$ cat src/rtl/colour_conversion_controller.sv
// ============================================================================
// Module  : colour_conversion_controller
// Purpose : Sequencing FSM for the YUV-to-RGB datapath. It reads Y/U/V words
//           and drives the datapath enables, mux selects and memory strobes.
// Revision: 1.0  initial release
// ============================================================================
`default_nettype none

module colour_conversion_controller #(
    parameter int PAIRS    = 38400,
    parameter int ADDR_W   = 20,
    parameter int OUT_BASE = 115200
) (
    input  logic              clk,
    input  logic              rst,
    input  logic              start,
    output logic              busy,
    output logic              done,
    output logic              rd_en,
    output logic [ADDR_W-1:0] rd_addr,
    output logic              Yen_even,
    output logic              Yen_odd,
    output logic              Uen_even,
    output logic              Uen_odd,
    output logic              Ven_even,
    output logic              Ven_odd,
    output logic              Smux1,
    output logic [1:0]        Smux2,
    output logic              Temp_en,
    output logic              Cen,
    output logic              wr_en,
    output logic [ADDR_W-1:0] wr_addr
);

    localparam logic [ADDR_W-1:0] C_U_BASE   = ADDR_W'(PAIRS);
    localparam logic [ADDR_W-1:0] C_V_BASE   = ADDR_W'(2 * PAIRS);
    localparam logic [ADDR_W-1:0] C_LAST     = ADDR_W'(PAIRS - 1);
    localparam logic [ADDR_W-1:0] C_OUT_BASE = ADDR_W'(OUT_BASE);

    typedef enum logic [3:0] {
        S_IDLE = 4'd0,
        S_RD_Y = 4'd1,
        S_RD_U = 4'd2,
        S_RD_V = 4'd3,
        S_LD_V = 4'd4,
        S_C0   = 4'd5,
        S_C1   = 4'd6,
        S_C2   = 4'd7,
        S_C3   = 4'd8,
        S_C4   = 4'd9,
        S_C5   = 4'd10,
        S_DONE = 4'd11
    } state_t;

    state_t            r_state;
    state_t            w_next;
    logic [ADDR_W-1:0] r_pair;
    logic [ADDR_W-1:0] r_wcnt;

    always_ff @(posedge clk or negedge rst) begin
        if (!rst) begin
            r_state <= S_IDLE;
            r_pair  <= '0;
            r_wcnt  <= '0;
        end else begin
            r_state <= w_next;
            if (r_state == S_DONE) begin
                r_pair <= '0;
                r_wcnt <= '0;
            end else begin
                if (wr_en)
                    r_wcnt <= r_wcnt + ADDR_W'(1);
                if (r_state == S_C5 && r_pair != C_LAST)
                    r_pair <= r_pair + ADDR_W'(1);
            end
        end
    end

    // Addresses are forced to zero outside their strobe so idle outputs stay quiet.
    always_comb begin
        w_next   = r_state;
        busy     = (r_state != S_IDLE);
        done     = 1'b0;
        rd_en    = 1'b0;
        rd_addr  = '0;
        Yen_even = 1'b0;
        Yen_odd  = 1'b0;
        Uen_even = 1'b0;
        Uen_odd  = 1'b0;
        Ven_even = 1'b0;
        Ven_odd  = 1'b0;
        Smux1    = 1'b0;
        Smux2    = 2'b11;
        Temp_en  = 1'b0;
        Cen      = 1'b0;
        wr_en    = 1'b0;
        wr_addr  = '0;

        case (r_state)
            S_IDLE: begin
                if (start)
                    w_next = S_RD_Y;
            end
            S_RD_Y: begin
                rd_en   = 1'b1;
                rd_addr = r_pair;
                w_next  = S_RD_U;
            end
            S_RD_U: begin
                rd_en    = 1'b1;
                rd_addr  = C_U_BASE + r_pair;
                Yen_even = 1'b1;
                Yen_odd  = 1'b1;
                w_next   = S_RD_V;
            end
            S_RD_V: begin
                rd_en    = 1'b1;
                rd_addr  = C_V_BASE + r_pair;
                Uen_even = 1'b1;
                Uen_odd  = 1'b1;
                w_next   = S_LD_V;
            end
            S_LD_V: begin
                Ven_even = 1'b1;
                Ven_odd  = 1'b1;
                w_next   = S_C0;
            end
            S_C0: begin
                Smux1   = 1'b1;
                Smux2   = 2'b00;
                Temp_en = 1'b1;
                w_next  = S_C1;
            end
            S_C1: begin
                Smux1   = 1'b1;
                Smux2   = 2'b01;
                wr_en   = 1'b1;
                wr_addr = C_OUT_BASE + r_wcnt;
                w_next  = S_C2;
            end
            S_C2: begin
                Smux1   = 1'b1;
                Smux2   = 2'b10;
                Temp_en = 1'b1;
                w_next  = S_C3;
            end
            S_C3: begin
                Smux2   = 2'b00;
                wr_en   = 1'b1;
                wr_addr = C_OUT_BASE + r_wcnt;
                w_next  = S_C4;
            end
            S_C4: begin
                Smux2   = 2'b01;
                Temp_en = 1'b1;
                w_next  = S_C5;
            end
            S_C5: begin
                Smux2   = 2'b10;
                wr_en   = 1'b1;
                wr_addr = C_OUT_BASE + r_wcnt;
                Cen     = 1'b1;
                w_next  = (r_pair == C_LAST) ? S_DONE : S_RD_Y;
            end
            S_DONE: begin
                done   = 1'b1;
                w_next = S_IDLE;
            end
            default: begin
                w_next = S_IDLE;
            end
        endcase
    end

endmodule

`default_nettype wire

$ cat config.mk
export PLATFORM = sky130hd
export DESIGN_NAME = colour_conversion_controller
export DESIGN_NICKNAME = d
export VERILOG_FILES = /design/src/rtl/colour_conversion_controller.sv
export SDC_FILE = /design/constraint.sdc
export NUM_CORES = 1
export LEC_CHECK = 0
export CORE_MARGIN = 8
export CORE_UTILIZATION = 48
export DETAILED_ROUTE_END_ITERATION = 7
export GPL_ROUTABILITY_DRIVEN = 0
export HOLD_SLACK_MARGIN = 0.08
export PLACE_DENSITY = 0.84
export SLEW_MARGIN = 20
export SYNTH_ARGS = -nofsm -noshare
export SYNTH_HDL_FRONTEND = slang
export SYNTH_SLANG_ARGS = --single-unit
export TNS_END_PERCENT = 10
$ cat constraint.sdc
create_clock -name clk -period 2.2 [get_ports clk]
set_clock_uncertainty 0.15 [all_clocks]
set_input_delay 0.44 -clock clk [delete_from_list [all_inputs] [get_ports clk]]
set_output_delay 0.44 -clock clk [all_outputs]
set_load 0.01 [all_outputs]
==> results.json <==
{
  "avgSynthCellArea_um2": 8.20,
  "fin_crit_sh_pct": 124,
  "cap_violations": 0,
  "path_clk_slew_ns": 0.09,
  "die_x_um": 99.1,
  "slew_headroom_pct": 59.7,
  "n_fill_cell": 417,
  "grt_pass1_wl_um": 20800,
  "setup_viol": 83,
  "ir_drop_mv": 0.946,
  "synth_edf_count": 0,
  "cpMaxStageDelayCell": "dfrtp_2",
  "fin_hold_ws_ns": 0.390,
  "grt_pass1_vias": 3940,
  "viasPerCell": 6.41,
  "core_area_um2": 6760,
  "path_class": "flop to output pin",
  "die_height_um": 99.1,
  "finalHoldViolCount": 0,
  "synthCells": 404,
  "power_density_nw_per_um2": 869,
  "failed_checks": "negative setup slack",
  "cts_num_sinks": 44,
  "worstPathCellList": "buf_6 -> ha_4 -> a211o_1 -> a21oi_2 -> nor2_1 -> xnor2_1 -> o22ai_1 -> buf_2",
  "die_area_um2": 9820,
  "ys_ff_latch": 44,
  "syn2layout_area_growth_pct": 51.7,
  "final_common_cell": "buf_4",
  "wire_per_inst_um": 22.5,
  "fin_cells": 632,
  "worst_skew_pair.late_latency_ns": 0.32,
  "arrival_ns": 2.13,
  "dp.cells": 609,
  "grt_overflow_total": 0,
  "dp_hpwl_um": 7670,
  "slew_violations": 0,
  "htree_levels": 2,
  "grt_max_degree": 45,
  "critPathCaptureType": "output pin",
  "worst_pin_slew_ns": 0.605,
  "cts_tree": "done",
  "ys_async_sr_fraction_pct": 100,
  "drive_above_1_share_pct": 45.1,
  "start_util_pct": 49.0,
  "clock_path_buffers": 2,
  "grt.total_usage_pct": 26.5,
  "routed_wl_um": 14200,
  "row_count": 30,
  "drc_errors": 0,
  "hold_class": "flop to flop",
  "cts_inserted_buffers": 5,
  "slowest_delay_ns": 0.45,
  "syn_nets": 416,
  "crit_required_ns": 1.61,
  "run_status": "finished with violations",
  "n_antenna_cell": 0,
  "layout.nets": 563,
  "pin_count": 58,
  "ant_nets": 0,
  "synthFlopType": "dfrtp_1",
  "cts_root_buf": "clkbuf_8",
  "final_core_util_pct": 74.4,
  "fin_crit_ns": 2.72,
  "leakagePower_nw": 2.38,
  "start_kind": "flop",
  "yosys_warnings": 0,
  "final_cell_mix": "buf_4 (92), nor2_1 (50), buf_2 (43), dfrtp_1 (40), nand2_1 (29)",
  "antenna_found_initial": 0,
  "crit_fanout": 4,
  "vias": 4050,
  "synth_cell_types": 57,
  "synth_area_um2": 3310,
  "rsz0062_at_grt": "true",
  "maxClockFrequency_ghz": 0.368,
  "first_pass_iters": 5,
  "io_buffers": 57,
  "seq_area_frac_synth_pct": 33.2,
  "drtIter0Drc": 604,
  "fin_ws_ns": -0.520
}
[cell families after synthesis]
family / Yosys count / synth area share [%]
AND/OR/NAND/NOR: 185 / 28.3
AO/OA/AOI/OAI: 74 / 15.1
XOR/XNOR: 44 / 11.6
buffers and inverters: 44 / 7.06
flip-flops: 44 / 33.2
adder cells (fa/ha/maj): 9 / 3.40
multiplexers: 4 / 1.21
[state kept, by name, indices dropped and copies added, names as in the netlist]
| signal | flops |
|---|---|
| r_state | 4 |
| r_pair | 20 |
| r_wcnt | 20 |
[where the power goes]
part	leakage, nW	total [W]	switching (W)	internal (W)
combinational	1.73	0.00265	0.00145	0.00120
sequential	0.596	0.00107	0.000165	0.000901
clock	0.0552	0.000655	0.000317	0.000338
[metrics by stage]
| step | setup TNS, ns | total power (W) | worst slack [ns] | cell area [um^2] |
|---|---|---|---|---|
| 2_1_floorplan | -1.45 | 0.00209 | -0.144 | 3330 |
| 3_3_place_gp | -13.06 | 0.00317 | -0.512 | 4540 |
| 3_5_place_dp | -16.76 | 0.00326 | -0.583 | 4540 |
| 4_1_cts | -7.77 | 0.00394 | -0.373 | 4740 |
| 5_1_grt | -21.69 | 0.00456 | -0.561 | 5030 |
| 6_report | -17.95 | 0.00437 | -0.520 | 5030 |
[final cells by class]
class | instances | area [um^2] | share of cell area [%]
Multi-Input combinational cell | 316 | 2380 | 47.4
Timing Repair Buffer | 166 | 1260 | 25.0
Inverter | 17 | 63.8 | 1.27
Sequential cell | 44 | 1110 | 22.0
Clock buffer | 6 | 72.6 | 1.44
Clock inverter | 2 | 35.0 | 0.697
Tap cell | 80 | 100 | 1.99
Timing Repair inverter | 1 | 7.51 | 0.149
[worst max-delay path: cells and delay by family (launching register included)]
kind / cells / cell delay (ns)
simple gates: 1 / 0.07
fa+ha+maj: 1 / 0.16
buf+inv: 2 / 0.32
compound gates: 3 / 0.65
xor+xnor: 1 / 0.14
flops: 1 / 0.45
[path summary, 6_finish.rpt]
kind,depth (start not counted),start,end,slack (ns)
setup / recovery,8,r_pair[10],rd_addr[18],-0.52
hold / removal,1,r_pair[6],r_pair[6],0.39
setup reg to reg,7,r_pair[9],r_pair[5],-0.37
hold reg to reg,1,r_pair[6],r_pair[6],0.39
max in group asynchronous,3,rst,r_state[1],0.86
min in group asynchronous,3,rst,r_pair[12],0.60
[repair_timing]
| action | CTS | global route |
|---|---|---|
| gates cloned | 1 | 0 |
| endpoints found under the hold margin | 13 | 0 |
| setup endpoints to repair | 78 | 91 |
| pin swaps | 47 | 18 |
| setup buffers | 5 | 8 |
| hold buffers | 1 | 0 |
| gates resized for setup | 256 | 63 |
[Yosys cell counts, drive strengths merged, types with 7 or more instances]
master,count,area (um^2)
nor2,60,225
dfrtp,44,1100
nand2,30,113
xnor2,26,228
and2,21,131
a21oi,18,90.1
xor2,18,158
nand3,17,85.1
o21ai,16,91.3
clkbuf,15,68.8
inv,15,56.3
buf,12,101
o211ai,11,82.6
nor3,10,50.1
ha,9,113
nor4,8,50.1
and3,7,45.1
or3,7,43.8
[routing by layer]
metal  share of wire, %  global-route usage [%]  wire length, um  vias up
met1                 36                    30.6             5120     1876
li1                   -                       -                -     1695
met3                 10                    6.41             1460      110
met2                 46                    43.8             6580      369
met4                7.4                    15.3             1060        0
met5                  0                       0                0        -
Power figures use the tool's default switching activity.
